### config.mk
export PLATFORM = sky130hd
export DESIGN_NAME = riscv_pipe_chain
export DESIGN_NICKNAME = d
export VERILOG_FILES = /design/src/rtl/riscv_pipe_chain.sv
export SDC_FILE = /design/constraint.sdc
export NUM_CORES = 1
export LEC_CHECK = 0
export BUFFER_PORTS_ARGS = -buffer_cell sky130_fd_sc_hd__buf_2
export CORE_MARGIN = 2
export CORE_UTILIZATION = 54
export CTS_BUF_LIST = sky130_fd_sc_hd__clkbuf_4 sky130_fd_sc_hd__clkbuf_8 sky130_fd_sc_hd__clkbuf_16
export CTS_CLUSTER_SIZE = 8
export DETAILED_ROUTE_END_ITERATION = 8
export MAX_ROUTING_LAYER = met4
export PLACE_DENSITY = 0.82
export SYNTH_ARGS = -nofsm -noshare
export SYNTH_HDL_FRONTEND = slang
export SYNTH_SLANG_ARGS = --single-unit
### constraint.sdc
create_clock -name Clk -period 3.3 [get_ports Clk]
set_input_delay 0.33 -clock Clk [delete_from_list [all_inputs] [get_ports Clk]]
set_output_delay 0.33 -clock Clk [all_outputs]
set_load 0.02 [all_outputs]
### src/rtl/riscv_pipe_chain.sv
// Reusable chain of pipeline registers with valid/ready backpressure, bubble collapsing and per-stage flush.
// Optional macro RISC_PIPE_PERF_EN builds the saturating stall/bubble counters; otherwise they read as 0.
module riscv_pipe_chain #(
  parameter int WIDTH = 32,
  parameter int DEPTH = 4,
  parameter int CNT_W = 16
) (
  input  logic                         Clk,
  input  logic                         Reset,
  input  logic                         In_Valid,
  output logic                         In_Ready,
  input  logic [WIDTH-1:0]             In_Data,
  input  logic                         Flush_In,
  input  logic [DEPTH-1:0]             Flush_Mask,
  output logic                         Out_Valid,
  input  logic                         Out_Ready,
  output logic [WIDTH-1:0]             Out_Data,
  output logic [$clog2(DEPTH+1)-1:0]   Count,
  output logic [CNT_W-1:0]             Stall_Cnt,
  output logic [CNT_W-1:0]             Bubble_Cnt
);

  localparam int CW = $clog2(DEPTH+1);

  logic [DEPTH-1:0] r_valid;
  logic [WIDTH-1:0] r_data [DEPTH];

  logic [DEPTH-1:0] w_live;
  logic [DEPTH-1:0] w_rdy;
  logic [DEPTH-1:0] w_in_vld;
  logic [WIDTH-1:0] w_in_data [DEPTH];
  logic             w_acc;

  // A killed stage is treated as empty this cycle, so it can absorb its predecessor.
  always_comb begin
    w_live = r_valid & ~Flush_Mask;
    w_rdy  = '0;
    w_acc  = Out_Ready;
    for (int i = DEPTH-1; i >= 0; i--) begin
      w_acc    = w_acc | ~w_live[i];
      w_rdy[i] = w_acc;
    end
  end

  always_comb begin
    w_in_vld = '0;
    for (int i = 0; i < DEPTH; i++) w_in_data[i] = '0;
    w_in_vld[0]  = In_Valid & ~Flush_In;
    w_in_data[0] = In_Data;
    for (int i = 1; i < DEPTH; i++) begin
      w_in_vld[i]  = w_live[i-1];
      w_in_data[i] = r_data[i-1];
    end
  end

  always_ff @(posedge Clk) begin
    if (Reset) begin
      r_valid <= '0;
      for (int i = 0; i < DEPTH; i++) r_data[i] <= '0;
    end else begin
      for (int i = 0; i < DEPTH; i++) begin
        if (w_rdy[i]) begin
          r_valid[i] <= w_in_vld[i];
          // Payload only moves with a live item; an empty load keeps the old data visible.
          if (w_in_vld[i]) r_data[i] <= w_in_data[i];
        end
      end
    end
  end

  assign In_Ready  = w_rdy[0];
  assign Out_Valid = w_live[DEPTH-1];
  assign Out_Data  = r_data[DEPTH-1];

  always_comb begin
    Count = '0;
    for (int i = 0; i < DEPTH; i++) Count = Count + CW'(r_valid[i]);
  end

`ifdef RISC_PIPE_PERF_EN
  logic [CNT_W-1:0] r_stall_cnt;
  logic [CNT_W-1:0] r_bubble_cnt;

  always_ff @(posedge Clk) begin
    if (Reset) begin
      r_stall_cnt  <= '0;
      r_bubble_cnt <= '0;
    end else begin
      if (Out_Valid && !Out_Ready && (r_stall_cnt != '1))
        r_stall_cnt <= r_stall_cnt + CNT_W'(1);
      if (!Out_Valid && Out_Ready && (r_bubble_cnt != '1))
        r_bubble_cnt <= r_bubble_cnt + CNT_W'(1);
    end
  end

  assign Stall_Cnt  = r_stall_cnt;
  assign Bubble_Cnt = r_bubble_cnt;
`else
  assign Stall_Cnt  = '0;
  assign Bubble_Cnt = '0;
`endif

endmodule

After elaboration in Yosys (flattened, before gate mapping)
Memory sizes are Yosys's and may differ from the RTL's.
Cells that the tools add are included.
{ "word_totals": {"ff_bits": 4, "ramBits": 128, "in_bits": 41, "output_inout_bits": 69, "n_memories": 1} }
{ "classes": {"add_sub_neg": 3, "mux": 22, "bitwise_logic": 16} }
{ "mem_list": {"columns": ["name", "words", "word_bits", "read_ports", "rd_clocked_by_memory_dff", "write_ports", "line_no", "rtl"], "rows": [
  ["r_data", 4, 32, 4, 0, 4, "26", "logic [WIDTH-1:0] r_data [DEPTH];"]
]} }
{ "op_table": {"columns": ["cell", "count"], "rows": [
  ["32-bit two-way mux", 4],
  ["1-bit two-way mux", 18],
  ["1-bit bitwise OR", 8],
  ["1-bit inverter", 5],
  ["4-bit AND", 1],
  ["4-bit inverter", 1],
  ["2-bit by 1-bit adder with 3-bit output", 1],
  ["3-bit by 1-bit adder with 3-bit output", 1],
  ["1-bit by 1-bit adder with 2-bit output", 1],
  ["1-bit AND", 1]
]} }

Depth between registers and ports, before layout
{ "depth": {"word_depth": 11, "depth_mapped": 5, "mapped_depth_nobuf": 5} }

Least setup slack after synthesis
Ideal clock, no wire load.
{ "synth_timing": {"path_kind": "input to register", "from": "input Flush_Mask[1]", "to": "memory r_data[0][0] (enable)", "setup_ps": 441, "arrival_ps": 2445, "setup_slack_ps": 414, "stages": 2, "path_cell_list": "and4bb_2 a31oi_1"} }
{ "synth_lines": {"columns": ["element", "line_no", "rtl"], "rows": [
  ["start, declared", "14", "input logic [DEPTH-1:0] Flush_Mask,"],
  ["end, declared", "26", null]
]} }

Final worst setup path
{ "layout_timing": {"from": "register r_valid[0]", "to": "output Count[1]"} }
{ "layout_via": {"elab_chain_cells": 3} }
{ "layout_rtl": {"columns": ["element", "line_no", "rtl"], "rows": [
  ["start, declared", "25", "logic [DEPTH-1:0] r_valid;"],
  ["start signal, assigned by index", "63", "r_valid[i] <= w_in_vld[i];"],
  ["1-bit by 1-bit adder with 2-bit output", "77", "for (int i = 0; i < DEPTH; i++) Count = Count + CW'(r_valid[i]);"],
  ["2-bit by 1-bit adder with 3-bit output", "77", null],
  ["3-bit by 1-bit adder with 3-bit output", "77", null],
  ["end, declared", "18", "output logic [$clog2(DEPTH+1)-1:0] Count,"]
]} }
Every way passes these cells.

==> metrics <==
status=finished clean; total global routing overflow=0; Resize count post-CTS=0; startpoint class of the critical path=flip-flop; Clock transition at path regs=0.06 ns; met2 Use GR=0.194; area taken by multi-input logic gates=approximately 1200 um^2; vias in the first global route=approximately 2,300; most frequent cells in the layout=128 x and2_1, 128 x edfxtp_1, 77 x buf_2, 32 x conb_1, 16 x clkbuf_16; die area=10,700 um^2; filler instances=667; Worst Min Path Start=In_Data[3]; final setup fails=0; Vias/cell=4.32; Synth Instances=344; drt first-iter violations=63; Placed Instances=542; number of synthesized flops with an enable pin=roughly 130; WL per Instance=11.7 um; Unique masters post-synth=29; chip height=103 um; cell area power density=about 620 nW/um^2; largest net degree at the start of global routing=33; GP Congestion=between 0.6 and 0.7; Die Width=between 100 and 150 um; final slew viol count=0; VDD IR max=approximately 0.00037 V; LEAKAGE=between 2 and 3 nW; I/O pin cnt=110; fraction of layout cells with a size suffix above 1=0.270; core region area=just under 10,000 um^2; Initial Utilization=0.550; Clk Latency, worst-skew pair=0.51 ns; htree depth=4; reg2reg start=r_valid[3]$_SDFFE_PP0P_; measured slew at the worst slew-check pin=about 1.1 ns; fmax=0.410 GHz; vias=2,481; CTS tree=built; Fin Setup TNS=0 ns; Detailed Place HPWL=about 4.3 mm; Min-Delay Path Class=in -> reg; first-pass GRT wire length=10.9 mm; fin crit share=0.738; mapped cell area=between 5000 and 6000 um^2; Avg Cell Area, Syn=15.5 um^2; clock buffer depth=2; M1 GR Usage=0.190; Tmin final=2.44 ns; Port Buffers=just under 80; # Post-CTS Setup Buffers=0; Ant. Diodes=0; Routed WL=6.72 mm; remaining antenna violation count=0; # clock sinks=132; Final Hold Fails=0; most used routing layer in global routing=met2; maximum fanout along the worst path=3; data arrival time of the critical path=about 2.1 ns; CTS Hold Bufs=0; number of max-cap violations=0; FF+latch count, synth=132; register area=between 3000 and 4000 um^2; Req. time, crit path=between 2 and 3 ns; GRT Util Overall=0.142; share of flip-flops with an asynchronous set or reset=0; Seq/Total Area, Yosys=0.736; Critical Path End Type=primary output; clk root buf=clkbuf_8; Setup CP Type=reg -> out; RSZ-0062 raised after global routing=no; Clock Skews=0.0111 ns; Post-Layout Cell Count=574; CP startpoint=r_valid[0]$_SDFFE_PP0P_; Residual DRC=0; clock buffer count from CTS=17; Synth Flop Type=edfxtp_1; Site Rows=36; YS warnings=0; DR pass1 iterations=4; met3 GRT Util=0.0504; initial antenna violation count=0; fin nets=about 470; power consumption=3.95 mW; area grow syn2layout=18.8%; Slew HR=0.233
==> synthesized netlist by cell type, types with 3 or more instances <==
master	count	area, um^2
buf_4	33	248
nand2b_1	3	18.8
edfxtp_1	128	3840
nor2_1	4	15.0
inv_1	6	22.5
clkbuf_1	7	26.3
buf_6	3	33.8
a21oi_1	4	20.0
and2_1	128	801
dfxtp_1	4	80.1
clkbuf_2	3	15.0
==> routing by layer <==
metal  routed length [um]  up-vias
met5                    0        -
met4                  106        0
met3                  477        6
met2                 3060       84
met1                 3070     1101
li1                     -     1290
==> cell families (layout without fill, tap and decap cells) <==
group	Yosys count	in the layout	share of synthesized area
AO/OA/AOI/OAI	11	11	0.0193
buffers and inverters	52	118	0.0648
AND/OR/NAND/NOR	145	145	0.171
other	1	32	0.000704
adder cells (fa/ha/maj)	3	3	0.00845
flip-flops	132	132	0.736
==> metrics by stage <==
stage / hold slack (ns) / worst slack [ns] / instance area, um^2 / util
4_1_cts: 0.0744 / 0.824 / 6320 / 0.653
2_1_floorplan: 0.497 / 0.414 / 5450 / -
3_5_place_dp: 0.501 / 1.24 / 5720 / 0.590
6_report: 0.0930 / 0.864 / 6330 / 0.654
5_1_grt: 0.0758 / 0.771 / 6330 / 0.654
3_3_place_gp: 0.500 / 1.31 / 5720 / 0.590
==> power by group <==
part / leakage, nW / switching, mW / internal, mW
logic: 0.942 / 0.102 / 0.0395
clock network: 0.289 / 0.653 / 1.23
registers: 1.39 / 0.0163 / 1.91
==> state kept, by name, indices dropped and copies added (netlist names) <==
register	flops
r_valid	4
r_data	128
==> critical path, cell delays in order (launching register included) <==
cell	delay (ns)
dfxtp_1	0.34
inv_1	0.07
fa_1	0.53
inv_1	0.05
ha_1	0.17
ha_1	0.29
buf_2	0.16
==> final timing paths <==
path | to | slack [ns] | cells after the start
worst max-delay path | Count[1] | 0.86 | 6
worst min-delay path | r_data[0][3]$_SDFFCE_PN0P_ | 0.09 | 2
worst max register to register | r_data[3][26]$_SDFFCE_PN0P_ | 1.32 | 4
worst min register to register | r_data[2][29]$_SDFFCE_PN0P_ | 0.51 | 1
==> cell type report <==
cell class,count,share of cell area
multi-input cells,191,0.190
well taps,133,0.0263
inverters,6,0.00356
clock inverters,14,0.0294
repair buffers,80,0.0644
clock buffers,18,0.0666
flip-flops and latches,132,0.620
(Power assumes the default switching activity.)
